### config.mk
export PLATFORM = sky130hd
export DESIGN_NAME = idct_sample
export DESIGN_NICKNAME = d
export VERILOG_FILES = /design/src/rtl/idct_pkg.sv /design/src/rtl/idct_sample_rom.sv /design/src/rtl/idct_sample.sv
export SDC_FILE = /design/constraint.sdc
export NUM_CORES = 1
export LEC_CHECK = 0
export ABC_CLOCK_PERIOD_IN_PS = 6150
export CELL_PAD_IN_SITES_DETAIL_PLACEMENT = 1
export CELL_PAD_IN_SITES_GLOBAL_PLACEMENT = 2
export CORE_AREA = 2 2 212 214
export CTS_CLUSTER_SIZE = 20
export DETAILED_ROUTE_END_ITERATION = 8
export DIE_AREA = 0 0 214 216
export DONT_BUFFER_PORTS = 1
export PLACE_DENSITY = 0.81
export SYNTH_ARGS = -nofsm -noshare
export SYNTH_HDL_FRONTEND = slang
export SYNTH_SLANG_ARGS = --single-unit
### constraint.sdc
create_clock -name clk -period 6.15 [get_ports clk]
set_clock_uncertainty 0.2 [all_clocks]
set_input_delay 1.23 -clock clk [delete_from_list [all_inputs] [get_ports clk]]
set_output_delay 1.23 -clock clk [all_outputs]
set_load 0.01 [all_outputs]
### src/rtl/idct_pkg.sv
// rtl/idct_pkg.sv - shared constants, state enum and weight/ROM helpers for idct_sample
package idct_pkg;

    localparam int COEF_W   = 19;
    localparam int FRAC     = 14;
    localparam int ACC_W    = 38;
    localparam int SAMPLE_W = 8;
    localparam int WGT_W    = 16;
    localparam int ROM_W    = 17;

    typedef enum logic [1:0] {
        ST_IDLE,
        ST_RUN,
        ST_DRAIN,
        ST_DONE
    } state_t;

    // 8192 * cos(m*pi/16), rounded; folded onto the first quarter period
    function automatic int cos_q13(input int m);
        int  mm;
        int  r;
        logic neg;
        mm  = m % 32;
        if (mm > 16) mm = 32 - mm;
        neg = 1'b0;
        if (mm > 8) begin
            mm  = 16 - mm;
            neg = 1'b1;
        end
        case (mm)
            0:       r = 8192;
            1:       r = 8035;
            2:       r = 7568;
            3:       r = 6811;
            4:       r = 5793;
            5:       r = 4551;
            6:       r = 3135;
            7:       r = 1598;
            default: r = 0;
        endcase
        return neg ? -r : r;
    endfunction

    // Wk for output index n: 2^14 * (ck/2) * cos((2n+1)k*pi/16)
    function automatic logic signed [WGT_W-1:0] wgt(input int n, input int k);
        int v;
        if (k == 0) v = 5793;
        else        v = cos_q13((2 * n + 1) * k);
        return WGT_W'(v);
    endfunction

    // Sum of the four weights selected by addr; half 0 covers X0..X3, half 1 covers X4..X7
    function automatic logic signed [ROM_W-1:0] rom_entry(input int n, input int half,
                                                          input logic [3:0] addr);
        int s;
        s = 0;
        for (int i = 0; i < 4; i++) begin
            if (addr[i]) s = s + int'(wgt(n, half * 4 + i));
        end
        return ROM_W'(s);
    endfunction

endpackage

### src/rtl/idct_sample_rom.sv
// rtl/idct_sample_rom.sv - 16 x 17 registered distributed-arithmetic weight ROM
module idct_rom
    import idct_pkg::*;
#(
    parameter int N    = 0,
    parameter int HALF = 0
) (
    input  logic                    clk,
    input  logic                    rst_n,
    input  logic                    en,
    input  logic [3:0]              addr,
    output logic signed [ROM_W-1:0] data
);

    // One cycle of lookup latency; output freezes with en low
    always_ff @(posedge clk or negedge rst_n) begin
        if (!rst_n) begin
            data <= '0;
        end else if (en) begin
            data <= rom_entry(N, HALF, addr);
        end
    end

endmodule

### src/rtl/idct_sample.sv
// rtl/idct_sample.sv - bit-serial distributed-arithmetic IDCT for one output sample
module idct_sample #(
    parameter int N      = 0,
    parameter int COEF_W = 19,
    parameter int FRAC   = 14
) (
    input  logic                     clk,
    input  logic                     rst_n,
    input  logic                     en,
    input  logic                     start,
    input  logic signed [COEF_W-1:0] coef0,
    input  logic signed [COEF_W-1:0] coef1,
    input  logic signed [COEF_W-1:0] coef2,
    input  logic signed [COEF_W-1:0] coef3,
    input  logic signed [COEF_W-1:0] coef4,
    input  logic signed [COEF_W-1:0] coef5,
    input  logic signed [COEF_W-1:0] coef6,
    input  logic signed [COEF_W-1:0] coef7,
    output logic                     busy,
    output logic                     out_valid,
    output logic signed [7:0]        sample_out
);

    import idct_pkg::*;

    localparam int CNT_W = $clog2(COEF_W);
    localparam logic [CNT_W-1:0]         CNT_TOP  = CNT_W'(COEF_W - 1);
    localparam logic signed [ACC_W-1:0]  RND_HALF = ACC_W'(1) << (FRAC - 1);
    localparam logic signed [ACC_W-1:0]  SAT_MAX  = ACC_W'(127);
    localparam logic signed [ACC_W-1:0]  SAT_MIN  = -(ACC_W'(128));

    state_t                     state;
    logic [CNT_W-1:0]           cnt;
    logic [COEF_W-1:0]          coef_in [8];
    logic [COEF_W-1:0]          sr [8];
    logic [3:0]                 addr_a;
    logic [3:0]                 addr_b;
    logic signed [ROM_W-1:0]    rom_a;
    logic signed [ROM_W-1:0]    rom_b;
    logic                       acc_en;
    logic                       acc_sub;
    logic signed [ACC_W-1:0]    acc;
    logic signed [ACC_W-1:0]    rom_sum;
    logic signed [ACC_W-1:0]    acc_next;
    logic signed [ACC_W-1:0]    rnd;
    logic signed [7:0]          sat;

    assign coef_in[0] = coef0;
    assign coef_in[1] = coef1;
    assign coef_in[2] = coef2;
    assign coef_in[3] = coef3;
    assign coef_in[4] = coef4;
    assign coef_in[5] = coef5;
    assign coef_in[6] = coef6;
    assign coef_in[7] = coef7;

    // ROM addresses are the current MSBs of the coefficient shift registers
    always_comb begin
        addr_a = '0;
        addr_b = '0;
        for (int i = 0; i < 4; i++) begin
            addr_a[i] = sr[i][COEF_W-1];
            addr_b[i] = sr[i+4][COEF_W-1];
        end
    end

    idct_rom #(.N(N), .HALF(0)) u_rom_a (
        .clk   (clk),
        .rst_n (rst_n),
        .en    (en),
        .addr  (addr_a),
        .data  (rom_a)
    );

    idct_rom #(.N(N), .HALF(1)) u_rom_b (
        .clk   (clk),
        .rst_n (rst_n),
        .en    (en),
        .addr  (addr_b),
        .data  (rom_b)
    );

    // Shift-and-add step; the sign-bit partial product is subtracted
    always_comb begin
        rom_sum  = ACC_W'(rom_a) + ACC_W'(rom_b);
        acc_next = acc_sub ? ((acc <<< 1) - rom_sum) : ((acc <<< 1) + rom_sum);
        rnd      = (acc + RND_HALF) >>> FRAC;
        sat      = rnd[7:0];
        if (rnd > SAT_MAX)      sat = 8'h7F;
        else if (rnd < SAT_MIN) sat = 8'h80;
    end

    // Control FSM plus shift registers and accumulator; acc_en/acc_sub trail the ROM by one cycle
    always_ff @(posedge clk or negedge rst_n) begin
        if (!rst_n) begin
            state      <= ST_IDLE;
            cnt        <= '0;
            busy       <= 1'b0;
            out_valid  <= 1'b0;
            sample_out <= '0;
            acc        <= '0;
            acc_en     <= 1'b0;
            acc_sub    <= 1'b0;
            for (int i = 0; i < 8; i++) sr[i] <= '0;
        end else if (en) begin
            out_valid <= 1'b0;
            acc_en    <= (state == ST_RUN);
            acc_sub   <= (state == ST_RUN) && (cnt == CNT_TOP);
            if (acc_en) acc <= acc_next;
            case (state)
                ST_IDLE: begin
                    if (start) begin
                        for (int i = 0; i < 8; i++) sr[i] <= coef_in[i];
                        acc   <= '0;
                        cnt   <= CNT_TOP;
                        busy  <= 1'b1;
                        state <= ST_RUN;
                    end
                end
                ST_RUN: begin
                    for (int i = 0; i < 8; i++) sr[i] <= {sr[i][COEF_W-2:0], 1'b0};
                    if (cnt == '0) state <= ST_DRAIN;
                    else           cnt   <= cnt - 1'b1;
                end
                ST_DRAIN: begin
                    state <= ST_DONE;
                end
                ST_DONE: begin
                    sample_out <= sat;
                    out_valid  <= 1'b1;
                    busy       <= 1'b0;
                    state      <= ST_IDLE;
                end
                default: state <= ST_IDLE;
            endcase
        end
    end

endmodule

# == Word-level counts from Yosys, hierarchy flattened ==
# Cells that the tools add are included.
# classes
muxes,43
addsub,11
n_lt_le_gt_ge,2
n_eq_ne,7
n_reduce_logical,10
# op_table
operator,n
152-bit one-hot mux with 2 select lines,1
17-bit two-way mux,12
16-bit two-way mux,12
152-bit two-way mux,1
38-bit two-way mux,4
17-bit by 16-bit adder with 17-bit output,6
38-bit by 15-bit adder with 38-bit output (second input constant),1
38-bit by 18-bit adder with 38-bit output,1
38-bit by 18-bit subtractor with 38-bit output,1
13-bit two-way mux,2
24-bit by 8-bit greater-than comparator with 1-bit output (second input constant),1
24-bit by 8-bit less-than comparator with 1-bit output (second input constant),1
17-bit by 17-bit adder with 18-bit output,1
8-bit two-way mux,2
5-bit two-way mux,2
5-bit one-hot mux with 2 select lines,1
3-bit AND reduction,3
2-bit one-hot mux with 4 select lines,1
5-bit == test (second input constant),1
5-bit zero test,1
5-bit by 1-bit subtractor with 5-bit output (second input constant),1
2-bit == test (second input constant),2
2-bit two-way mux,2
2-bit inequality test (second input constant),2
other kinds (9),11
# totals
inputBits,156
ff_bits,243

# == Logic depth before layout (Yosys ltp) ==
# Gate-level depths: netlist (run 1).
# logic_depth
depth_word,10
depth_mapped,21
depth_no_buf,20

# == Modules after synthesis ==
# From an unflattened synthesis (run 1), not the netlist that was laid out.
# unflattened
hier_cells,2017
hier_area_um2,17321.6
# by_module_without_submodules
module,seq_area_each_um2,area_per_inst_um2,instances,cells_per_inst
idct_sample,5230.0,14760.4,1,1719
idct_rom (u_rom_b),400.4,1341.3,1,157
idct_rom (u_rom_a),400.4,1219.9,1,141

# == Worst setup path after synthesis (run 1) ==
# Ideal clock, no wire load.
# synth_timing
path_kind,flip-flop to flip-flop
start,register u_rom_a.data[0]
end,register acc[22]
path_buffers,1
period_less_slack_ns,4.672
setup_time_ns,0.122
arrival_ns,4.350
path_slack_ns,1.478
stages_incl_launch_ff,20
cell_sequence,dfrtp_1 ha_1 inv_1 fa_1 nor2b_1 o21ai_0 a21boi_0 o21ai_0 o21bai_1 xor2_1 ha_1 clkbuf_1 or4_4 a2111oi_4 nor3b_1 o31ai_4 a31oi_2 o211a_1 or3_1 a32o_1
# synth_via
elab_chain_cells,6
elab_cells_between_ends,7
# synth_lines
item,line_no,text
start: declaration,idct_sample_rom.sv:12,output logic signed [ROM_W-1:0] data
start signal: assignment,idct_sample_rom.sv:20,"data <= rom_entry(N, HALF, addr);"
17-bit by 17-bit adder with 18-bit output *,idct_sample.sv:85,rom_sum = ACC_W'(rom_a) + ACC_W'(rom_b);
38-bit by 18-bit adder with 38-bit output / 38-bit by 18-bit subtractor with 38-bit output (equally long branches),idct_sample.sv:86,acc_next = acc_sub ? ((acc <<< 1) - rom_sum) : ((acc <<< 1) + rom_sum);
38-bit two-way mux *,idct_sample.sv:86,
38-bit two-way mux *,idct_sample.sv:109,if (acc_en) acc <= acc_next;
38-bit two-way mux,idct_sample.sv:112,if (start) begin
38-bit two-way mux *,idct_sample.sv:110,case (state)
end signal: assignment,idct_sample.sv:109,
end: declaration,idct_sample.sv:42,logic signed [ACC_W-1:0] acc;
# Every way passes the cells marked *; elsewhere a longest branch is shown, timed or not.
# A chain may end at the register's enable or synchronous reset.

# == Worst setup path after layout (run 1) ==
# layout_timing
start,register u_rom_a.data[0]
end,register acc[31]
# The elaborated chain is that of the path after synthesis.

==> results of run 1 <==
[layer usage]
metal  track usage, %  share of wire [%]  up-vias
met1            22.25                 44     5938
met5                0                  0        -
met4            4.103                1.7        0
met3            5.243                7.5       50
li1                 -                  -     5874
met2            28.99                 47      233
[flip-flops by register name, summed over array words and instances (netlist names)]
name and cells:
state 2, busy 1, addr_a 4, acc_en 1, cnt 5, u_rom_b.data 16
acc 38, sample_out 8, u_rom_a.data 16, sr 144, addr_b 4, out_valid 1
acc_sub 1
[critical path, stage by stage (launching register included)]
cell,delay (ns)
dfrtp_1,0.39
ha_1,0.23
inv_1,0.07
fa_1,0.20
nor2b_1,0.05
o21ai_0,0.22
a21boi_0,0.22
o211ai_1,0.28
a31oi_1,0.15
a21o_1,0.20
a21oi_1,0.34
o21ai_0,0.18
ha_1,0.49
nor2b_1,0.14
nor4_1,0.41
nand3b_1,0.24
nor2_1,0.17
nor4bb_1,0.40
o311ai_0,0.28
a21bo_2,0.26
a32o_1,0.24
[worst paths after layout]
kind | endpoint | slack, ns | depth (start not counted)
max in group asynchronous | acc[26]$_DFFE_PN0P_ | 5.16 | 0
worst max-delay path | acc[31]$_DFFE_PN0P_ | 0.67 | 20
worst min register to register | sr[106]$_DFFE_PN0P_ | 0.28 | 2
worst max register to register | acc[31]$_DFFE_PN0P_ | 0.67 | 20
min in group clk | sr[106]$_DFFE_PN0P_ | 0.28 | 2
worst min-delay path | acc[2]$_DFFE_PN0P_ | 0.18 | 0
[layout make-up]
type                    count  area share, %
multi-input cells        1282          51.36
clock buffers              37          4.819
inverters                  65          1.478
repair buffers              6         0.3486
well taps                 592          4.486
flip-flops and latches    241          36.52
clock inverters            14         0.9851
[synth_stat cells, types with 9 or more instances]
library cell,instances
o21bai_1,9
nor4_1,18
inv_1,65
xnor2_1,41
nand3_1,39
a21o_1,10
a21oi_1,77
nand4_1,17
a22o_1,11
o21ai_0,229
dfrtp_1,241
a31oi_1,14
nand2_1,237
and3_1,11
nor2b_1,13
ha_1,72
mux2_2,14
nor2_1,90
xor2_1,35
clkbuf_1,103
or3_1,22
mux2i_1,148
nand2b_1,12
o21ai_1,9
nor3_1,18
[kinds of logic after synthesis]
logic type,Yosys count,share of synthesized area (%)
AO/OA/AOI/OAI,456,18.30
XOR/XNOR,76,4.376
buffers and inverters,186,4.820
flip-flops,241,39.64
AND/OR/NAND/NOR,513,15.77
multiplexers,162,10.77
adder cells (fa/ha/maj),75,6.317
[report_power, final]
part | internal [uW] | total [uW] | switching, uW
sequential | 2290 | 3020 | 723
combinational | 2410 | 6050 | 3640
clock | 1040 | 1740 | 706
total | 5740 | 10800 | 5070
[per-stage QoR]
stage / area [um^2] / cells
6_report: 16510 / 2237
3_5_place_dp: 15550 / 2186
3_3_place_gp: 15550 / 2186
2_1_floorplan: 15210 / 1709
4_1_cts: 16510 / 2237
5_1_grt: 16510 / 2237
==> results.md, run 1 <==
* Status: finished clean
* Depth of the CTS H-tree at 1
* DIE HEIGHT at 216 um
* Global route total overflow at 0
* Area of the multi-input gates at 0.008481 mm^2
* Worst Setup SP: u_rom_a.data[0]$_DFFE_PN0P_
* Pins Over Slew Limit at 0
* Initial DRC Count at 596
* I/O pin cnt at 166
* RSZ-0062 raised after global routing: false
* Power Total at 10800 uW
* Clk sink count at 241
* CTS tree: built
* Sequential share of the synthesized area at 39.64%
* Worst r2r src: u_rom_a.data[0]$_DFFE_PN0P_
* Fraction of the cycle the final worst path needs at 89.13%
* Cell Area, Synth at 0.01521 mm^2
* Worst hold margin at 0.1758 ns
* Area grow syn2layout at 8.546%
* DP HPWL at 28360 um
* Worst Path Required at 6.39 ns
* Global placement routability congestion at 0.8411
* Number of flops mapped to enable cells by yosys at 0
* Synth Instances at 1709
* Fill cells at 5104
* Clk slew on worst S/H paths at 0.07 ns
* Final ANT Viol Nets at 0
* Largest net degree at the start of global routing at 256
* Number of placement rows at 77
* Drt wl/cell at 18.09 um
* #FFs+latches synth at 241
* Vias at 12100
* Max Root-Sink Buffers at 3
* # hold bufs at CTS at 0
* Synth Warn # at 0
* Seq. cell area at 0.006031 mm^2
* Ys async rst share at 100.0%
* Tmin final at 5.482 ns
* Fin. Hold Viols at 0
* Routed vias/inst at 5.407
* Core region area at 0.04384 mm^2
* TritonCTS buffer count at 29
* Worst skew pair latency at 0.56 ns
* Crit path DAT at 5.72 ns
* Tot GR Track Use at 17.44%
* Vias in the first global route at 12730
* Post-CTS Setup Inserts at 0
* Initial antenna violation count at 0
* Max Clk Rate at 182.4 MHz
* Pleak at 0.007053 uW
* Final worst slack at 0.6684 ns
* First-pass GRT wire length at 67540 um
* Clock Tree Root: clkbuf_16
* Syn_nets at 1940
* Worst Setup Path Type: flop to flop
* Post-Route WL at 40470 um
* Worst-Margin Slew at 1.124 ns
* Synth top area cells: dfrtp_1 (40%), mux2i_1 (9.7%), o21ai_0 (7.5%)
* Post-Syn Area per Cell at 8.901 um^2
* Final nets at 1856
* Setup crit end kind: flop
* Netlist cell types at 78
* Share of the core filled with cells at 37.67%
* Die W at 214 um
* 1st-pass router iterations at 5
* Worst slew margin at 25.04%
* DRC at 0
* VDD IR max at 0.0003882 V
* Startpoint Class: flop
* Finish-stage setup viols at 0
* Initial cell density of the core at 34.70%
* PostCTS Resize Cnt at 0
* Pwr dens at 654.4 mW/mm^2
* Commonest non-fill, non-tap cell in the layout: dfrtp_1
* Synth top area share at 39.64%
* Setup TNS at 0 ns
* Die area at 0.04622 mm^2
* Layout cells sized above 1 at 5.653%
* I/O Buffers at 0
* Inserted Diodes at 0
* MaxCap Viol Count at 0
* Largest area contributor in the netlist: dfrtp_1
* Synth Flop Type: dfrtp_1
* Worst Hold Class: input port to async pin
* Most frequent cells in the layout: dfrtp_1 (241), nand2_1 (237), o21ai_0 (228), mux2i_1 (148), nor2_1 (90)
* CP max FO at 10
* Dpl ws at 0.7162 ns
Note: power is estimated with default switching activity, not from simulation.
==> run 2: changes to the inputs <==
CORE_AREA = 4 4 214 216   (was 2 2 212 214)
DIE_AREA = 0 0 218 220   (was 0 0 214 216)
==> run 2 against run 1 <==
  * Die area up 3.8%
  * Sequential share of layout area about the same
  * Cell area about the same
  * Hold slack better by 0.015 ns
  * Combinational power about the same
  * Routed wire length increased by 0.94%
  * Register-to-register slack better by 0.13 ns
  * Power is essentially flat
  * Count of clock-buffer cells in the layout rose by 5
  * Sequential power about the same
  * Setup slack better by 0.13 ns
  * Critical endpoint unchanged
  * Largest cell class unchanged
==> results.md, run 2 (same netlist as run 1, synthesis figures left out) <==
* Depth of the CTS H-tree at 1 (unchanged)
* Power Total at 10800 uW (about the same)
* Slowest CP cell: o21bai_1
* Seq. cell area at 0.006031 mm^2 (unchanged)
* Fin. Hold Viols at 0 (unchanged)
* Layout cells sized above 1 at 5.825% (+0.17 points)
* Area grow syn2layout at 8.628% (about the same)
* DRC at 0 (unchanged)
* Worst Path Required at 6.40 ns (about the same)
* Share of the core filled with cells at 37.61% (-0.054 points)
* # hold bufs at CTS at 0 (unchanged)
* Max Root-Sink Buffers at 3 (unchanged)
* Global route total overflow at 0 (unchanged)
* VDD IR max at 0.0003319 V (-14%)
* Pleak at 0.007077 uW (+0.33%)
* Status: finished clean
* MaxCap Viol Count at 0 (unchanged)
* Initial DRC Count at 480 (-19%)
* Dpl cell area at 0.01556 mm^2 (about the same)
* Max FFs per register at 144 (unchanged)
* DP HPWL at 29050 um (+2.4%)
* Post-Route WL at 40850 um (+0.94%)
* Worst-Margin Slew at 1.093 ns (-0.03154 ns)
* Final ANT Viol Nets at 0 (unchanged)
* Routed vias/inst at 5.373 (-0.63%)
* Die W at 218 um (+1.9%)
* Crit path DAT at 5.60 ns (-0.12 ns)
* Layout Cells excl Fill at 2240 (+0.13%)
* Worst slew margin at 27.14% (+2.1 points)
* Setup crit end kind: flop
* CP peak stage delay at 0.79 ns (+0.30 ns)
* Clk sink count at 241 (unchanged)
* Drt wl/cell at 18.23 um (+0.80%)
* CTS tree: built
* Area of the multi-input gates at 0.008487 mm^2 (about the same)
* TritonCTS buffer count at 28 (-3.4%)
* Top Registers: sr (144), acc (38)
* Worst Hold Class: input port to async pin
* Fraction of the cycle the final worst path needs at 87.01% (-2.1 points)
* Pins Over Slew Limit at 0 (unchanged)
* Pwr dens at 653.8 mW/mm^2 (about the same)
* Sequence of cells on the critical path: ha_1 -> inv_1 -> fa_1 -> nor2b_1 -> o21ai_0 -> a21boi_0 -> o211ai_1 -> a31oi_1 -> a21o_1 -> a21oi_1 -> xnor2_1 -> ha_1 -> nor3_1 -> a21oi_1 -> o21ai_0 -> o21bai_1 -> o311ai_0 -> a21bo_2 -> a32o_1
* Die area at 0.04796 mm^2 (+3.8%)
* Most frequent cells in the layout: dfrtp_1 (241), nand2_1 (237), o21ai_0 (228), mux2i_1 (148), nor2_1 (90)
* Dpl cells at 2188 (+0.091%)
* Finish-stage setup viols at 0 (unchanged)
* Worst skew pair latency at 0.55 ns (about the same)
* CP max FO at 11 (+1)
* Vias at 12040 (-0.50%)
* Tmin final at 5.351 ns (-0.1306 ns)
* Post-CTS Setup Inserts at 0 (unchanged)
* Inserted Diodes at 0 (unchanged)
* 1st-pass router iterations at 4 (-1)
* Startpoint Class: flop
* Vias in the first global route at 12440 (-2.3%)
* Commonest non-fill, non-tap cell in the layout: dfrtp_1
* Setup TNS at 0 ns (unchanged)
* Clk slew on worst S/H paths at 0.06 ns (about the same)
* Final instance area at 0.01652 mm^2 (about the same)
* I/O pin cnt at 166 (unchanged)
* Tot GR Track Use at 16.72% (-0.73 points)
* Fill cells at 5190 (+1.7%)
* Largest register by flop count: sr
* Max Clk Rate at 186.9 MHz (+2.4%)
* Core region area at 0.04393 mm^2 (+0.22%)
* RSZ-0062 raised after global routing: false
* Initial antenna violation count at 0 (unchanged)
* Number of placement rows at 77 (unchanged)
* Largest net degree at the start of global routing at 242 (-5.5%)
* Global placement routability congestion at 0.8290 (-1.4%)
* Final nets at 1857 (+0.054%)
* Initial cell density of the core at 34.63% (-0.076 points)
* Worst Setup Path Type: flop to flop
* Clock Tree Root: clkbuf_16
* DIE HEIGHT at 220 um (+1.9%)
* PostCTS Resize Cnt at 0 (unchanged)
* First-pass GRT wire length at 66820 um (-1.1%)
* I/O Buffers at 0 (unchanged)
run 2: cell types whose count changed in the layout (fill, tap and decap cells not counted), sizes merged:
cell / delta
clkbuf: +5
clkinvlp: -4
buf: +2
bufinv: -1
clkinv: +1
run 2: worst paths after layout:
path                                                   from                   to  slack (ns)  cells past startpoint
worst max-delay path            u_rom_b.data[0]$_DFFE_PN0P_  acc[31]$_DFFE_PN0P_        0.80                     19
worst min-delay path                                  rst_n   acc[4]$_DFFE_PN0P_        0.19                      0
worst max register to register  u_rom_b.data[0]$_DFFE_PN0P_  acc[31]$_DFFE_PN0P_        0.80                     19
worst min register to register          sr[108]$_DFFE_PN0P_  sr[108]$_DFFE_PN0P_        0.28                      2
max in group asynchronous                             rst_n  sr[136]$_DFFE_PN0P_        4.89                      0
min in group clk                        sr[108]$_DFFE_PN0P_  sr[108]$_DFFE_PN0P_        0.28                      2
run 2: metal layers:
| layer | up-vias | routed length [um] | share of wire [%] | track usage [%] |
|---|---|---|---|---|
| li1 | 5873 | - | - | - |
| met1 | 5895 | 17720 | 43 | 21.51 |
| met2 | 223 | 19490 | 48 | 27.85 |
| met3 | 44 | 3011 | 7.4 | 5.336 |
| met4 | 0 | 622 | 1.5 | 3.265 |
| met5 | - | 0 | 0 | 0.3125 |
run 2: layout make-up:
| class | count | share of cell area (%) |
|---|---|---|
| well taps | 592 | 4.482 |
| clock inverters | 10 | 0.6512 |
| clock buffers | 42 | 5.172 |
| inverters | 65 | 1.476 |
| flip-flops and latches | 241 | 36.50 |
| multi-input cells | 1282 | 51.36 |
| repair buffers | 8 | 0.3634 |
run 2: stage by stage:
stage | setup WS, ns | hold WS (ns)
final | 0.7990 | 0.1909
after global routing | 0.1356 | 0.1666
after CTS | 0.6662 | 0.1718
after detailed placement | 0.7185 | 0.2703
after global placement | 0.9476 | 0.2600
after floorplan | 1.478 | 0.2496
run 2: report_power, final:
part / total [uW] / leakage (uW) / internal (uW) / switching, uW
clock network: 1720 / 0.000481 / 1040 / 677
registers: 3020 / 0.00305 / 2290 / 727
logic: 6070 / 0.00355 / 2410 / 3660
run 2: critical path, delay by kind of cell (launching register included):
family | cells | cell delay, ns
AO/OA/AOI/OAI | 12 | 3.14
XOR/XNOR | 1 | 0.17
adder cells (fa/ha/maj) | 3 | 1.03
buffers and inverters | 1 | 0.06
flip-flops | 1 | 0.36
AND/OR/NAND/NOR | 2 | 0.28
==> run 3: changes to the inputs <==
GPL_TIMING_DRIVEN = 1   (was not set)
==> results of run 3 <==
No change in the layout: final DEF, timing and power equal those of run 2.
